--- config.mk ---
export PLATFORM = sky130hd
export DESIGN_NAME = pulse_transmitter_sequencer
export DESIGN_NICKNAME = d
export VERILOG_FILES = /design/src/rtl/pulse_transmitter_pkg.sv /design/src/rtl/pulse_transmitter_sequencer.sv
export SDC_FILE = /design/constraint.sdc
export NUM_CORES = 1
export LEC_CHECK = 0
export ABC_AREA = 1
export BUFFER_PORTS_ARGS = -buffer_cell sky130_fd_sc_hd__clkbuf_2
export CAP_MARGIN = 20
export CORE_MARGIN = 2
export CORE_UTILIZATION = 45
export CTS_CLUSTER_DIAMETER = 120
export DETAILED_ROUTE_END_ITERATION = 6
export MAX_ROUTING_LAYER = met4
export PLACE_DENSITY = 0.72
export SYNTH_ARGS = -nofsm -noshare
export SYNTH_HDL_FRONTEND = slang
export SYNTH_SLANG_ARGS = --single-unit
--- constraint.sdc ---
create_clock -name clk -period 1.42 [get_ports clk]
set_input_delay 0.213 -clock clk [delete_from_list [all_inputs] [get_ports clk]]
set_output_delay 0.213 -clock clk [all_outputs]
set_load 0.03 [all_outputs]
--- src/rtl/pulse_transmitter_pkg.sv ---
// Shared definitions for the pulse transmitter symbol sequencer.
// Symbol word layout, MSB to LSB: {last, level, prescaler[PS_W], duration[TIMER_WIDTH]}.
package pulse_transmitter_pkg;

   // Sequencer states: IDLE waits for start, LOAD captures a symbol,
   // ARM enables the timer, RUN waits for the timer pulse.
   typedef enum logic [1:0] {
      IDLE = 2'd0,
      LOAD = 2'd1,
      ARM  = 2'd2,
      RUN  = 2'd3
   } state_e;

   // Duration sits at the bottom of the symbol word.
   localparam int SYM_DUR_LSB = 0;

   // Prescaler field sits directly above the duration field.
   function automatic int sym_ps_lsb(input int timer_width);
      return SYM_DUR_LSB + timer_width;
   endfunction

   // Level bit sits directly above the prescaler field.
   function automatic int sym_level_bit(input int ps_w, input int timer_width);
      return sym_ps_lsb(timer_width) + ps_w;
   endfunction

   // Last-symbol flag is the MSB of the word.
   function automatic int sym_last_bit(input int ps_w, input int timer_width);
      return sym_level_bit(ps_w, timer_width) + 1;
   endfunction

   // Total width of one symbol word.
   function automatic int sym_width(input int ps_w, input int timer_width);
      return sym_last_bit(ps_w, timer_width) + 1;
   endfunction

endpackage

--- src/rtl/pulse_transmitter_sequencer.sv ---
// Symbol sequencer for the pulse transmitter: walks a symbol program held in an
// external RAM, drives the sibling countdown timer one symbol at a time, loops
// the program and drives the transmit pin.
// Optional feature macro: PULSE_TRANSMITTER_INFINITE_LOOP_EN (loop_count all-ones
// repeats forever when defined; otherwise it is an ordinary repetition count).
module pulse_transmitter_sequencer
   import pulse_transmitter_pkg::*;
#(
   parameter int  NUM_SYMBOLS     = 16,
   parameter int  PRESCALER_WIDTH = 15,
   parameter int  TIMER_WIDTH     = 8,
   parameter int  LOOP_WIDTH      = 8,
   localparam int ADDR_W          = $clog2(NUM_SYMBOLS),
   localparam int PS_W            = $clog2(PRESCALER_WIDTH + 1),
   localparam int SYM_W           = sym_width(PS_W, TIMER_WIDTH)
)(
   input  logic                   clk,
   input  logic                   sys_rst_n,
   input  logic                   start,
   input  logic                   stop,
   input  logic [ADDR_W-1:0]      start_addr,
   input  logic [LOOP_WIDTH-1:0]  loop_count,
   input  logic                   idle_level,
   output logic [ADDR_W-1:0]      sym_addr,
   input  logic [SYM_W-1:0]       sym_data,
   output logic                   timer_en,
   output logic [PS_W-1:0]        timer_prescaler,
   output logic [TIMER_WIDTH-1:0] timer_duration,
   input  logic                   timer_pulse,
   output logic                   tx_out,
   output logic                   busy,
   output logic                   done
);

   localparam int SYM_PS_LSB    = sym_ps_lsb(TIMER_WIDTH);
   localparam int SYM_LEVEL_BIT = sym_level_bit(PS_W, TIMER_WIDTH);
   localparam int SYM_LAST_BIT  = sym_last_bit(PS_W, TIMER_WIDTH);

   state_e                 state_q, state_d;
   logic [ADDR_W-1:0]      sym_addr_q, sym_addr_d;
   logic [LOOP_WIDTH-1:0]  loops_left_q, loops_left_d;
   logic                   level_q, level_d;
   logic                   last_q, last_d;
   logic                   timer_en_q, timer_en_d;
   logic [PS_W-1:0]        timer_prescaler_q, timer_prescaler_d;
   logic [TIMER_WIDTH-1:0] timer_duration_q, timer_duration_d;
   logic                   tx_out_q, tx_out_d;
   logic                   busy_q, busy_d;
   logic                   done_q, done_d;
   logic                   forever_s;

`ifdef PULSE_TRANSMITTER_INFINITE_LOOP_EN
   // An all-ones repetition count means the program never ends by itself.
   assign forever_s = (loops_left_q == {LOOP_WIDTH{1'b1}});
`else
   assign forever_s = 1'b0;
`endif

   // Next-state and registered-output logic for the sequencer.
   always_comb begin
      state_d           = state_q;
      sym_addr_d        = sym_addr_q;
      loops_left_d      = loops_left_q;
      level_d           = level_q;
      last_d            = last_q;
      timer_en_d        = timer_en_q;
      timer_prescaler_d = timer_prescaler_q;
      timer_duration_d  = timer_duration_q;
      tx_out_d          = tx_out_q;
      done_d            = 1'b0;

      case (state_q)
         IDLE: begin
            tx_out_d   = idle_level;
            timer_en_d = 1'b0;
            if (start && !stop) begin
               sym_addr_d   = start_addr;
               loops_left_d = loop_count;
               state_d      = LOAD;
            end else begin
               state_d = IDLE;
            end
         end
         LOAD: begin
            if (stop) begin
               state_d    = IDLE;
               timer_en_d = 1'b0;
               tx_out_d   = idle_level;
            end else begin
               // Timer inputs settle here, one cycle ahead of the enable.
               timer_prescaler_d = sym_data[SYM_PS_LSB +: PS_W];
               timer_duration_d  = sym_data[SYM_DUR_LSB +: TIMER_WIDTH];
               level_d           = sym_data[SYM_LEVEL_BIT];
               last_d            = sym_data[SYM_LAST_BIT];
               state_d           = ARM;
            end
         end
         ARM: begin
            if (stop) begin
               state_d    = IDLE;
               timer_en_d = 1'b0;
               tx_out_d   = idle_level;
            end else begin
               timer_en_d = 1'b1;
               tx_out_d   = level_q;
               state_d    = RUN;
            end
         end
         RUN: begin
            if (stop) begin
               // Abort takes priority over a coincident timer pulse.
               state_d    = IDLE;
               timer_en_d = 1'b0;
               tx_out_d   = idle_level;
            end else if (timer_pulse) begin
               timer_en_d = 1'b0;
               if (!last_q) begin
                  // Address wraps naturally because the RAM depth is a power of 2.
                  sym_addr_d = sym_addr_q + ADDR_W'(1);
                  state_d    = LOAD;
               end else if (loops_left_q != {LOOP_WIDTH{1'b0}}) begin
                  if (forever_s) begin
                     loops_left_d = loops_left_q;
                  end else begin
                     loops_left_d = loops_left_q - LOOP_WIDTH'(1);
                  end
                  sym_addr_d = start_addr;
                  state_d    = LOAD;
               end else begin
                  tx_out_d = idle_level;
                  done_d   = 1'b1;
                  state_d  = IDLE;
               end
            end else begin
               state_d = RUN;
            end
         end
         default: begin
            state_d    = IDLE;
            timer_en_d = 1'b0;
            tx_out_d   = idle_level;
         end
      endcase

      busy_d = (state_d != IDLE);
   end

   // State and output registers with synchronous active-low reset.
   always_ff @(posedge clk) begin
      if (!sys_rst_n) begin
         state_q           <= IDLE;
         sym_addr_q        <= {ADDR_W{1'b0}};
         loops_left_q      <= {LOOP_WIDTH{1'b0}};
         level_q           <= 1'b0;
         last_q            <= 1'b0;
         timer_en_q        <= 1'b0;
         timer_prescaler_q <= {PS_W{1'b0}};
         timer_duration_q  <= {TIMER_WIDTH{1'b0}};
         tx_out_q          <= 1'b0;
         busy_q            <= 1'b0;
         done_q            <= 1'b0;
      end else begin
         state_q           <= state_d;
         sym_addr_q        <= sym_addr_d;
         loops_left_q      <= loops_left_d;
         level_q           <= level_d;
         last_q            <= last_d;
         timer_en_q        <= timer_en_d;
         timer_prescaler_q <= timer_prescaler_d;
         timer_duration_q  <= timer_duration_d;
         tx_out_q          <= tx_out_d;
         busy_q            <= busy_d;
         done_q            <= done_d;
      end
   end

   assign sym_addr        = sym_addr_q;
   assign timer_en        = timer_en_q;
   assign timer_prescaler = timer_prescaler_q;
   assign timer_duration  = timer_duration_q;
   assign tx_out          = tx_out_q;
   assign busy            = busy_q;
   assign done            = done_q;

endmodule

==> results_tabular.tex, run 1 <==
\begin{tabular}{lr}
\hline
Metric & Value \\
\hline
\multicolumn{2}{l}{\textbf{Logic synthesis}} \\
Distinct cell type count after synthesis & 22 \\
Top cells by area in the synthesized netlist & dfxtp\_1, nor2\_1, nand2\_1 \\
Post-synthesis sequential element count & 32 \\
Post-synthesis cell count & 245 \\
Yosys top cell area share & 0.3991 \\
Cell taking the most area after synthesis & dfxtp\_1 \\
Number of nets produced by synthesis & 280 \\
Yosys warns & 0 \\
Sequential-to-total area share from yosys stat & 0.3991 \\
Mapped cell area & 1605 um2 \\
Mean instance size in the synthesized netlist & 6.552 um2 \\
\multicolumn{2}{l}{\textbf{Placement}} \\
Count of input and output buffers & 51 \\
Post-Place Setup Slack & -0.02387 ns \\
Routability-driven placement congestion ratio & 0.9110 \\
Dpl cells & 343 \\
Detailed placer's ending HPWL & 2675 um \\
\multicolumn{2}{l}{\textbf{Clocking}} \\
Level count of the clock H-tree & 2 \\
Number of sinks handled by clock tree synthesis & 32 \\
TritonCTS clock tree & built \\
Clock-pin slew on the worst setup and hold paths & 0.11 ns \\
TritonCTS Buffers & 5 \\
Number of buffers on the longest clock path & 2 \\
CTS root buf & clkbuf\_4 \\
Latest clock arrival within the worst-skew pair & 0.34 ns \\
\multicolumn{2}{l}{\textbf{STA}} \\
Final Hold Vio Count & 0 \\
Final count of negative-setup-slack endpoints & 1 \\
Fmax & 0.6947 GHz \\
Final worst path period need & 1.439 ns \\
RSZ-0062 raised after global routing & true \\
Final Max Slew Viols & 0 \\
Worst clock skew & 0.01080 ns \\
Relative slew margins & 0.7143 \\
Post-route setup TNS & -0.01950 ns \\
Worst Tran Pin Value & 0.4281 ns \\
Worst path setup slack after routing & -0.01950 ns \\
Portion of the clock cycle consumed by the worst path in the final layout & 1.014 \\
\multicolumn{2}{l}{\textbf{Route}} \\
Routed via count & 1684 \\
Number of nets with antenna violations after detailed routing & 0 \\
Overall routed net length & 3782 um \\
Via density per instance & 4.784 \\
Routed length per instance & 10.74 um \\
First DRT Iteration DRCs & 93 \\
Number of detailed-routing iterations run before antenna repair & 4 \\
Remaining design rule violation count & 0 \\
\multicolumn{2}{l}{\textbf{Setup path}} \\
Cell repeated most along the worst path & nand2\_1 \\
Capturing element type of the critical path & flop \\
Crit-path max FO & 9 \\
Crit path buf inv count & 2 \\
Beginning of the worst register-to-register path & loops\_left\_q[0]\$\_SDFFE\_PN0P\_ \\
Flop2flop setup slack & -0.02 ns \\
Kind of critical path & flop to flop \\
Critical path launch point type & flop \\
Worst reg2reg path endpoint & loops\_left\_q[6]\$\_SDFFE\_PN0P\_ \\
Critical Path Max Stage Delay & 0.34 ns \\
Register-to-Register Path Depth & 10 \\
Family with the most delay on the worst path & simple AND/OR/NAND/NOR gates \\
Worst-path cell with the longest stage delay & dfxtp\_2 \\
Data arrival time of the worst path & 1.72 ns \\
Critical path cell sequence & inv\_2 > ha\_4 > nand2\_1 > nor2\_1 > nand2\_1 > nor2\_4 > nor2\_8 > inv\_4 > nand2\_1 > a21oi\_2 \\
Worst endpoint required time & 1.70 ns \\
\multicolumn{2}{l}{\textbf{Global routing}} \\
First-pass GRT wire length & 6210 um \\
Number of antenna violations at the first check in global routing & 0 \\
Vias in the first global route & 1459 \\
All-Layer GR Usage & 0.1964 \\
Total global routing overflow & 0 \\
Pin count of the biggest net entering global routing & 16 \\
\multicolumn{2}{l}{\textbf{Die}} \\
Width of the die & 63.73 um \\
Total Die Area & 4061 um2 \\
Die boundary height & 63.73 um \\
Placement row count & 21 \\
Area inside the core boundary & 3390 um2 \\
I/O pin count & 52 \\
Effective utilization at floorplan & 0.4736 \\
\multicolumn{2}{l}{\textbf{Pwr}} \\
Power share of the sequential group & 0.454 \\
Sw frac & 0.2781 \\
Static leakage power & 1.106 nW \\
Internal portion of total power & 1.561 mW \\
Worst voltage drop across the vdd grid & 0.6789 mV \\
Switching power of the nets & 0.6014 mW \\
Ratio of total power to cell area & 1029 nW/um2 \\
Final total power & 2.163 mW \\
Comb pwr share & 0.183 \\
Clk network pwr share & 0.362 \\
\multicolumn{2}{l}{\textbf{Layout}} \\
Number of nets in the finished design & 340 \\
Fraction of final layout cells sized beyond drive strength 1 & 0.3170 \\
Utilization after layout & 0.6198 \\
Relative area change from synthesis to final layout & 30.86\% \\
Fill count & 329 \\
Antenna diode count & 0 \\
Non-Filler Instances & 352 \\
\multicolumn{2}{l}{\textbf{Status}} \\
Outcome & complete, but fails checks \\
Failing checks & setup timing \\
\multicolumn{2}{l}{\textbf{Worst hold path}} \\
Critical hold path startpoint & sym\_data[2] \\
Number of cells traversed by the worst hold path & 3 \\
Hold Crit Endpoint & timer\_duration[2]\$\_SDFFE\_PN0P\_ \\
Hold/Removal Path Class & input pin to flop \\
\multicolumn{2}{l}{\textbf{Flow run}} \\
Number of max-cap violations & 0 \\
\hline
\end{tabular}
[power by group through the flow]
stage	combinational, mW	clock [mW]	sequential, mW
after detailed placement	0.358	0	0.997
after floorplan	0.190	0	1.04
after global placement	0.355	0	0.996
after CTS	0.365	0.797	0.977
after global routing	0.441	0.852	0.990
final	0.396	0.784	0.983
[state kept, by name (all words and copies together) (netlist names)]
signal,flops
loops_left_q,8
timer_duration,8
sym_addr,4
timer_prescaler,4
state_q,2
busy,1
done,1
last_q,1
level_q,1
timer_en,1
tx_out,1
[worst min-delay path, stage by stage]
cell,delay (ns)
clkbuf_2,0.08
nor2_1,0.04
nor2_1,0.08
[worst max-delay path by stage]
stage	start	endpoint	slack, ns	depth (start not counted)
after global placement	loops_left_q[0]$_SDFFE_PN0P_	sym_addr[0]$_SDFFE_PN0P_	0.04	9
after global routing	loops_left_q[0]$_SDFFE_PN0P_	loops_left_q[6]$_SDFFE_PN0P_	-0.09	10
after floorplan	loops_left_q[0]$_SDFFE_PN0P_	sym_addr[0]$_SDFFE_PN0P_	0.15	9
after detailed placement	loops_left_q[0]$_SDFFE_PN0P_	sym_addr[1]$_SDFFE_PN0P_	-0.02	9
final	loops_left_q[0]$_SDFFE_PN0P_	loops_left_q[6]$_SDFFE_PN0P_	-0.02	10
after CTS	loops_left_q[0]$_SDFFE_PN0P_	busy$_SDFF_PN0_	0.02	9
[layout by cell type (no fill, tap or decap)]
cell	netlist	final
nor3_1	1	1
ha_1	3	2
ha_4	0	1
dfxtp_1	32	25
nor2_4	2	5
nand3_2	0	2
nand3_1	17	15
clkbuf_4	0	5
nor2_2	1	1
nand2_1	53	52
o21ai_0	32	32
or2_2	1	1
a21oi_2	0	1
inv_2	3	6
dfxtp_2	0	7
xnor2_1	1	1
nand2_2	3	4
nor2_8	1	1
a21oi_1	6	5
clkbuf_8	0	2
clkbuf_2	0	51
nand2_4	1	1
inv_4	1	1
nor2_1	59	56
clkinv_1	1	1
buf_4	0	6
bufinv_16	0	1
buf_6	1	1
inv_1	22	19
[per-layer routing]
layer | share of wire | global-route usage | up-vias
li1 | - | - | 893
met2 | 0.45 | 0.2789 | 54
met5 | 0 | - | -
met1 | 0.47 | 0.2691 | 728
met3 | 0.052 | 0.03929 | 9
met4 | 0.026 | 0.08696 | 0
[cell families (layout without fill, tap and decap cells)]
group,after synthesis,count (layout),share of synthesized area
xor gates and xnor gates,1,1,0.005457
DFF,32,32,0.3991
and+or+nand+nor,139,139,0.3710
AOI/OAI and AO/OA,38,38,0.1185
adders and majority gates,3,3,0.02339
buffers and inverters,32,93,0.08262
[cell type report]
type	count	area [um2]	area share
clock buffer	7	65.06	0.03097
inverter	27	103.9	0.04943
timing repair buffer	58	311.5	0.1483
sequential	32	649.4	0.3091
tap	46	57.56	0.02740
clock inverter	1	30.03	0.01429
multi-input combinational	181	883.3	0.4205
[repair_timing]
| action | 4_1_cts | 5_1_grt |
|---|---|---|
| gates cloned | 0 | 0 |
| buffers inserted | 0 | 1 |
| gates resized for setup | 3 | 20 |
| hold buffers | 0 | 0 |
| setup endpoints to repair | 7 | 15 |
| pin swaps | 0 | 9 |
[cells in the mapped netlist]
cell type and count:
clkbuf_1 2, nor2_1 59, inv_2 3, ha_1 3, nand2_4 1, nand3_1 17, nor2_2 1, buf_6 1
dfxtp_1 32, o21ai_0 32, nand2_1 53, nor2_8 1, inv_1 22, a21oi_1 6, nand2_2 3, nor3_1 1
clkinv_1 1, xnor2_1 1, inv_4 1, or2_2 1, buf_2 2, nor2_4 2
[metrics by stage]
step / hold slack, ns / cell area (um2)
CTS: 0.08974 / 2037
detailed placement: 0.4421 / 1934
floorplan: 0.3479 / 1605
global placement: 0.4343 / 1934
global route: 0.08968 / 2101
finish: 0.09411 / 2101
Power figures use the tool's default switching activity.
==> run 2, diff against run 1 <==
--- a/config.mk
+++ b/config.mk
@@ -14,6 +14,8 @@
 export DETAILED_ROUTE_END_ITERATION = 6
 export MAX_ROUTING_LAYER = met4
 export PLACE_DENSITY = 0.72
+export REMOVE_ABC_BUFFERS = 1
+export SETUP_SLACK_MARGIN = 0.4
 export SYNTH_ARGS = -nofsm -noshare
 export SYNTH_HDL_FRONTEND = slang
 export SYNTH_SLANG_ARGS = --single-unit
==> run 2 against run 1 <==
The flow now finishes without violations. First-iteration DRC count grew 29%. Final area rose by 18%. Sequential share of layout area fell by 3.3 points. Setup slack better by 0.050 ns. Routed wire length increased by 16%. Sequential power grew 0.8%. Flip-flop and latch count did not move. Maximum frequency is 3.6% higher. Global-route usage up 3.7 points. Critical path depth stayed put. Core utilization rose by 11 points. Clock power grew 0.5%.
==> results_tabular.tex, run 2 (synthesis results as in run 1) <==
\begin{tabular}{lr}
\hline
Metric & Value \\
\hline
\multicolumn{2}{l}{\textbf{Route}} \\
Routed length per instance & 12.06 um (was 10.74 um) \\
Overall routed net length & 4379 um (was 3782 um) \\
Remaining design rule violation count & 0 (unchanged) \\
First DRT Iteration DRCs & 120 (was 93) \\
Via density per instance & 4.835 (was 4.784) \\
Routed via count & 1755 (was 1684) \\
Number of detailed-routing iterations run before antenna repair & 4 (unchanged) \\
Number of nets with antenna violations after detailed routing & 0 (unchanged) \\
\multicolumn{2}{l}{\textbf{Layout}} \\
Number of nets in the finished design & 351 (was 340) \\
Fraction of final layout cells sized beyond drive strength 1 & 0.4385 (was 0.3170) \\
Leading cell type in the layout, fill and taps excluded & nor2\_1 (unchanged) \\
Utilization after layout & 0.7302 (was 0.6198) \\
Highest-count cells in the layout ignoring fill and taps & nor2\_1, nand2\_1, clkbuf\_2 (unchanged) \\
Non-Filler Instances & 363 (was 352) \\
Relative area change from synthesis to final layout & 54.17\% (was 30.86\%) \\
Antenna diode count & 0 (unchanged) \\
Final instance area & 2475 um2 (was 2101 um2) \\
\multicolumn{2}{l}{\textbf{Setup path}} \\
Critical path launch point type & flop (unchanged) \\
Beginning of the worst register-to-register path & loops\_left\_q[0]\$\_SDFFE\_PN0P\_ (unchanged) \\
Register-to-Register Path Depth & 10 (unchanged) \\
Kind of critical path & flop to flop (unchanged) \\
Capturing element type of the critical path & flop (unchanged) \\
Critical path cell sequence & inv\_2 > ha\_4 > nand2\_1 > nor2\_1 > nand2\_1 > nor2\_4 > nor2\_8 > clkinv\_4 > nand2\_1 > a21oi\_2 (was inv\_2 > ha\_4 > nand2\_1 > nor2\_1 > nand2\_1 > nor2\_4 > nor2\_8 > inv\_4 > nand2\_1 > a21oi\_2) \\
Crit-path max FO & 7 (was 9) \\
Cell repeated most along the worst path & nand2\_1 (unchanged) \\
Flop2flop setup slack & 0.03 ns (was -0.02 ns) \\
Family with the most delay on the worst path & simple AND/OR/NAND/NOR gates (unchanged) \\
Crit path buf inv count & 2 (unchanged) \\
Data arrival time of the worst path & 1.66 ns (was 1.72 ns) \\
Critical Path Max Stage Delay & 0.34 ns (about the same) \\
Worst endpoint required time & 1.69 ns (was 1.70 ns) \\
Worst reg2reg path endpoint & loops\_left\_q[7]\$\_SDFFE\_PN0P\_ (was loops\_left\_q[6]\$\_SDFFE\_PN0P\_) \\
Worst-path cell with the longest stage delay & dfxtp\_2 (unchanged) \\
\multicolumn{2}{l}{\textbf{Global routing}} \\
All-Layer GR Usage & 0.2331 (was 0.1964) \\
Total global routing overflow & 0 (unchanged) \\
First-pass GRT wire length & 7300 um (was 6210 um) \\
Number of antenna violations at the first check in global routing & 0 (unchanged) \\
Vias in the first global route & 1744 (was 1459) \\
Pin count of the biggest net entering global routing & 17 (was 16) \\
\multicolumn{2}{l}{\textbf{Flow run}} \\
Number of max-cap violations & 0 (unchanged) \\
\multicolumn{2}{l}{\textbf{STA}} \\
Final count of negative-setup-slack endpoints & 0 (was 1) \\
Final worst path period need & 1.390 ns (was 1.439 ns) \\
Portion of the clock cycle consumed by the worst path in the final layout & 0.9785 (was 1.014) \\
Fmax & 0.7197 GHz (was 0.6947 GHz) \\
Final Max Slew Viols & 0 (unchanged) \\
RSZ-0062 raised after global routing & true (unchanged) \\
Worst Tran Pin Value & 0.3155 ns (was 0.4281 ns) \\
Relative slew margins & 0.7897 (was 0.7143) \\
Final Hold Vio Count & 0 (unchanged) \\
Worst clock skew & 0.008154 ns (was 0.01080 ns) \\
Post-route setup TNS & 0 ns (was -0.01950 ns) \\
\multicolumn{2}{l}{\textbf{Pwr}} \\
Static leakage power & 1.224 nW (was 1.106 nW) \\
Worst voltage drop across the vdd grid & 0.7360 mV (was 0.6789 mV) \\
Ratio of total power to cell area & 920.7 nW/um2 (was 1029 nW/um2) \\
Final total power & 2.279 mW (was 2.163 mW) \\
\multicolumn{2}{l}{\textbf{Clocking}} \\
TritonCTS clock tree & built (unchanged) \\
Number of sinks handled by clock tree synthesis & 32 (unchanged) \\
TritonCTS Buffers & 5 (unchanged) \\
Number of buffers on the longest clock path & 2 (unchanged) \\
CTS root buf & clkbuf\_4 (unchanged) \\
Clock-pin slew on the worst setup and hold paths & 0.10 ns (was 0.11 ns) \\
Level count of the clock H-tree & 2 (unchanged) \\
Latest clock arrival within the worst-skew pair & 0.33 ns (was 0.34 ns) \\
\multicolumn{2}{l}{\textbf{Die}} \\
Effective utilization at floorplan & 0.4736 (unchanged) \\
Die boundary height & 63.73 um (unchanged) \\
Area inside the core boundary & 3390 um2 (unchanged) \\
Width of the die & 63.73 um (unchanged) \\
Placement row count & 21 (unchanged) \\
Total Die Area & 4061 um2 (unchanged) \\
I/O pin count & 52 (unchanged) \\
\multicolumn{2}{l}{\textbf{Placement}} \\
Dpl cells & 344 (was 343) \\
Routability-driven placement congestion ratio & 0.9055 (was 0.9110) \\
Detailed placer's ending HPWL & 2709 um (was 2675 um) \\
Count of input and output buffers & 51 (unchanged) \\
Cell area after placement & 1942 um2 (was 1934 um2) \\
\multicolumn{2}{l}{\textbf{Status}} \\
Outcome & complete, no violations (was complete, but fails checks) \\
\multicolumn{2}{l}{\textbf{Worst hold path}} \\
Hold Crit Endpoint & level\_q\$\_SDFFE\_PN0P\_ (was timer\_duration[2]\$\_SDFFE\_PN0P\_) \\
Number of cells traversed by the worst hold path & 3 (unchanged) \\
Hold/Removal Path Class & input pin to flop (unchanged) \\
Critical hold path startpoint & sym\_data[12] (was sym\_data[2]) \\
\hline
\end{tabular}
[run 2: changes by cell type in the layout (fill, tap and decap cells not counted), moves of 3 or more]
cell	delta
nand2_1	-3
nor2_1	-3
buf_8	+20
dfxtp_1	-19
dfxtp_4	+4
buf_4	+9
nor2_2	+3
o21ai_0	-6
dfxtp_2	+15
o21ai_1	+5
clkbuf_2	-20
[run 2: where the power goes]
| group | total (mW) | leakage [nW] | switching (mW) | internal, mW |
|---|---|---|---|---|
| Combinational | 0.499 | 0.899 | 0.270 | 0.229 |
| Clock | 0.788 | 0.0515 | 0.320 | 0.467 |
| Sequential | 0.991 | 0.274 | 0.0465 | 0.945 |
[run 2: worst min-delay path, stage by stage]
cell and delay [ns]:
clkbuf_2 0.08, nor2_1 0.03, nor2_1 0.06
[run 2: worst max-delay path by stage]
stage / startpoint / cells past startpoint / slack, ns / to
3_3_place_gp: loops_left_q[0]$_SDFFE_PN0P_ / 9 / 0.02 / sym_addr[3]$_SDFFE_PN0P_
5_1_grt: loops_left_q[1]$_SDFFE_PN0P_ / 10 / -0.08 / busy$_SDFF_PN0_
3_5_place_dp: loops_left_q[0]$_SDFFE_PN0P_ / 9 / -0.04 / sym_addr[0]$_SDFFE_PN0P_
6_report: loops_left_q[0]$_SDFFE_PN0P_ / 10 / 0.03 / loops_left_q[7]$_SDFFE_PN0P_
2_1_floorplan: state_q[0]$_SDFF_PN0_ / 5 / -0.01 / timer_duration[0]$_SDFFE_PN0P_
4_1_cts: loops_left_q[0]$_SDFFE_PN0P_ / 10 / 0.05 / loops_left_q[7]$_SDFFE_PN0P_
[run 2: timing repair]
action | CTS | global route
resized for setup | 93 | 40
gates cloned | 1 | 1
pin swaps | 6 | 9
setup endpoints to repair | 50 | 52
setup buffers | 8 | 1
hold buffers | 0 | 0
hold endpoints to repair | 0 | 0
[run 2: per-stage QoR]
stage,setup WS (ns),hold slack (ns)
after floorplan,-0.01048,0.3291
after CTS,0.05483,0.07837
after detailed placement,-0.04368,0.4396
final,0.03048,0.08059
after global placement,0.01815,0.4371
after global routing,-0.07658,0.09003
[run 2: per-layer routing]
metal	track usage	up-vias	part of all wire
met5	-	-	0
met4	0.09511	0	0.020
met3	0.05893	11	0.061
met2	0.4013	58	0.51
met1	0.2558	772	0.41
li1	-	914	-
[run 2: cell type report]
class	instances	area (um2)
inverter	27	111.4
timing repair buffer	68	590.6
fill	259	914.6
multi-input combinational	182	937.1
sequential	32	683.2
clock buffer	7	65.06
tap	46	57.56
clock inverter	1	30.03
==> run 3, diff against run 2 <==
--- a/config.mk
+++ b/config.mk
@@ -8,8 +8,8 @@
 export ABC_AREA = 1
 export BUFFER_PORTS_ARGS = -buffer_cell sky130_fd_sc_hd__clkbuf_2
 export CAP_MARGIN = 20
-export CORE_MARGIN = 2
 export CORE_UTILIZATION = 45
+export CTS_BUF_LIST = sky130_fd_sc_hd__clkbuf_16
 export CTS_CLUSTER_DIAMETER = 120
 export DETAILED_ROUTE_END_ITERATION = 6
 export MAX_ROUTING_LAYER = met4
==> run 3 against run 2 <==
Combinational power is 5.2% lower. First-iteration DRC count is 31% lower. Critical endpoint unchanged. Power up 17%. Clock-buffer cell count fell by 2.
==> results_tabular.tex, run 3 (synthesis results as in run 1) <==
\begin{tabular}{lr}
\hline
Metric & Value \\
\hline
\multicolumn{2}{l}{\textbf{Clocking}} \\
Level count of the clock H-tree & 2 (unchanged) \\
TritonCTS Buffers & 5 (unchanged) \\
Hold-fix buffer count after cts & 0 (unchanged) \\
TritonCTS clock tree & built (unchanged) \\
Latest clock arrival within the worst-skew pair & 0.28 ns (was 0.33 ns) \\
Number of buffers on the longest clock path & 2 (unchanged) \\
CTS root buf & clkbuf\_16 (was clkbuf\_4) \\
Number of sinks handled by clock tree synthesis & 32 (unchanged) \\
Clock-pin slew on the worst setup and hold paths & 0.05 ns (was 0.10 ns) \\
\multicolumn{2}{l}{\textbf{Layout}} \\
Relative area change from synthesis to final layout & 57.21\% (was 54.17\%) \\
Number of nets in the finished design & 344 (was 351) \\
Fill count & 271 (was 259) \\
Leading cell type in the layout, fill and taps excluded & nand2\_1 (was nor2\_1) \\
Fraction of final layout cells sized beyond drive strength 1 & 0.4516 (was 0.4385) \\
Highest-count cells in the layout ignoring fill and taps & nand2\_1, nor2\_1, clkbuf\_2 (was nor2\_1, nand2\_1, clkbuf\_2) \\
Area taken by multi-input logic gates & 1061 um2 (was 937.1 um2) \\
Area taken by flip-flops and latches & 661.9 um2 (was 683.2 um2) \\
Antenna diode count & 0 (unchanged) \\
\multicolumn{2}{l}{\textbf{Setup path}} \\
Family with the most delay on the worst path & simple AND/OR/NAND/NOR gates (unchanged) \\
Crit path buf inv count & 2 (unchanged) \\
Critical Path Max Stage Delay & 0.33 ns (was 0.34 ns) \\
Data arrival time of the worst path & 1.60 ns (was 1.66 ns) \\
Critical path launch point type & flop (unchanged) \\
Cell repeated most along the worst path & nand2\_2 (was nand2\_1) \\
Crit-path max FO & 7 (unchanged) \\
Kind of critical path & flop to flop (unchanged) \\
Worst-path cell with the longest stage delay & dfxtp\_2 (unchanged) \\
Worst endpoint required time & 1.63 ns (was 1.69 ns) \\
Capturing element type of the critical path & flop (unchanged) \\
Critical path cell sequence & inv\_2 > ha\_4 > nand2\_2 > nor2\_2 > nand2\_2 > nor2\_4 > nor2\_8 > inv\_8 > nand2\_4 > a21oi\_2 (was inv\_2 > ha\_4 > nand2\_1 > nor2\_1 > nand2\_1 > nor2\_4 > nor2\_8 > clkinv\_4 > nand2\_1 > a21oi\_2) \\
\multicolumn{2}{l}{\textbf{STA}} \\
Fmax & 0.7172 GHz (was 0.7197 GHz) \\
Worst Hold Slack & 0.1572 ns (was 0.08059 ns) \\
Final count of negative-setup-slack endpoints & 0 (unchanged) \\
RSZ-0062 raised after global routing & true (unchanged) \\
Post-route setup TNS & 0 ns (unchanged) \\
Final worst path period need & 1.394 ns (was 1.390 ns) \\
Final Max Slew Viols & 0 (unchanged) \\
Relative slew margins & 0.7862 (was 0.7897) \\
Worst clock skew & 0.005787 ns (was 0.008154 ns) \\
Final Hold Vio Count & 0 (unchanged) \\
Portion of the clock cycle consumed by the worst path in the final layout & 0.9819 (was 0.9785) \\
Worst Tran Pin Value & 0.3173 ns (was 0.3155 ns) \\
\multicolumn{2}{l}{\textbf{Global routing}} \\
First-pass GRT wire length & 6279 um (was 7300 um) \\
Vias in the first global route & 1487 (was 1744) \\
Number of antenna violations at the first check in global routing & 0 (unchanged) \\
Pin count of the biggest net entering global routing & 15 (was 17) \\
All-Layer GR Usage & 0.2375 (was 0.2331) \\
Total global routing overflow & 0 (unchanged) \\
\multicolumn{2}{l}{\textbf{Worst hold path}} \\
Hold/Removal Path Class & input pin to flop (unchanged) \\
\multicolumn{2}{l}{\textbf{Route}} \\
Via density per instance & 4.927 (was 4.835) \\
Number of nets with antenna violations after detailed routing & 0 (unchanged) \\
Remaining design rule violation count & 0 (unchanged) \\
Routed length per instance & 11.90 um (was 12.06 um) \\
First DRT Iteration DRCs & 83 (was 120) \\
Number of detailed-routing iterations run before antenna repair & 4 (unchanged) \\
Overall routed net length & 4238 um (was 4379 um) \\
Routed via count & 1754 (was 1755) \\
\multicolumn{2}{l}{\textbf{Die}} \\
Effective utilization at floorplan & 0.4736 (unchanged) \\
Die boundary height & 61.73 um (was 63.73 um) \\
Area inside the core boundary & 3390 um2 (unchanged) \\
Total Die Area & 3810 um2 (was 4061 um2) \\
I/O pin count & 52 (unchanged) \\
Width of the die & 61.73 um (was 63.73 um) \\
Placement row count & 21 (unchanged) \\
\multicolumn{2}{l}{\textbf{Status}} \\
Outcome & complete, no violations (unchanged) \\
\multicolumn{2}{l}{\textbf{Pwr}} \\
Static leakage power & 1.208 nW (was 1.224 nW) \\
Worst voltage drop across the vdd grid & 0.6621 mV (was 0.7360 mV) \\
Final total power & 2.665 mW (was 2.279 mW) \\
Ratio of total power to cell area & 1056 nW/um2 (was 920.7 nW/um2) \\
\multicolumn{2}{l}{\textbf{Placement}} \\
Detailed placer's ending HPWL & 2586 um (was 2709 um) \\
Routability-driven placement congestion ratio & 0.9083 (was 0.9055) \\
Count of input and output buffers & 51 (unchanged) \\
\multicolumn{2}{l}{\textbf{Flow run}} \\
Number of max-cap violations & 0 (unchanged) \\
\hline
\end{tabular}
==> run 3: worst paths after layout <==
kind | slack (ns) | depth (start not counted) | startpoint | endpoint
min reg2reg | 0.48 | 2 | tx_out$_SDFFE_PN0P_ | tx_out$_SDFFE_PN0P_
max reg2reg | 0.03 | 10 | loops_left_q[1]$_SDFFE_PN0P_ | loops_left_q[7]$_SDFFE_PN0P_
max | 0.03 | 10 | loops_left_q[1]$_SDFFE_PN0P_ | loops_left_q[7]$_SDFFE_PN0P_
min | 0.16 | 3 | sym_data[13] | last_q$_SDFFE_PN0P_
==> run 3: metrics by stage <==
stage          utilization  setup slack, ns  cell area [um2]  instances
3_3_place_gp        0.5707          0.01092             1934        343
5_1_grt             0.7446         -0.03827             2524        356
2_1_floorplan            -         -0.01048             1577        240
6_report            0.7446          0.02576             2524        356
3_5_place_dp        0.5707         -0.02154             1934        343
4_1_cts             0.6663          0.03935             2258        354
==> run 3: cell type report <==
class                   count  share of cell area
clock buffers               5             0.04958
clock inverters             3             0.01537
inverters                  27             0.05454
multi-input cells         182              0.4204
flip-flops and latches     32              0.2623
well taps                  46             0.02281
repair buffers             61              0.1750
==> run 3: what timing repair did <==
item	in CTS	in global routing
buffers inserted	2	1
cloned	1	1
pin swaps	6	13
setup endpoints to repair	46	48
resized for setup	56	91
==> run 3: worst register-to-register path, cell delays in order, from the launching register on <==
cell and delay, ns:
dfxtp_2 0.33, inv_2 0.08, ha_4 0.14, nand2_2 0.05, nor2_2 0.11, nand2_2 0.08, nor2_4 0.18, nor2_8 0.09
inv_8 0.10, nand2_4 0.05, a21oi_2 0.12
==> run 3: per-layer routing <==
metal / up-vias / routed length, um / GRT usage
met2: 51 / 2111 / 0.3886
met5: - / 0 / -
met3: 4 / 225 / 0.07453
li1: 898 / - / -
met4: 0 / 36 / 0.08571
met1: 801 / 1865 / 0.2738
==> run 3: report_power, final <==
group | internal [mW] | total, mW | switching (mW)
Clock | 0.817 | 1.20 | 0.385
Combinational | 0.192 | 0.473 | 0.281
Sequential | 0.944 | 0.990 | 0.0462
Total | 1.95 | 2.67 | 0.712
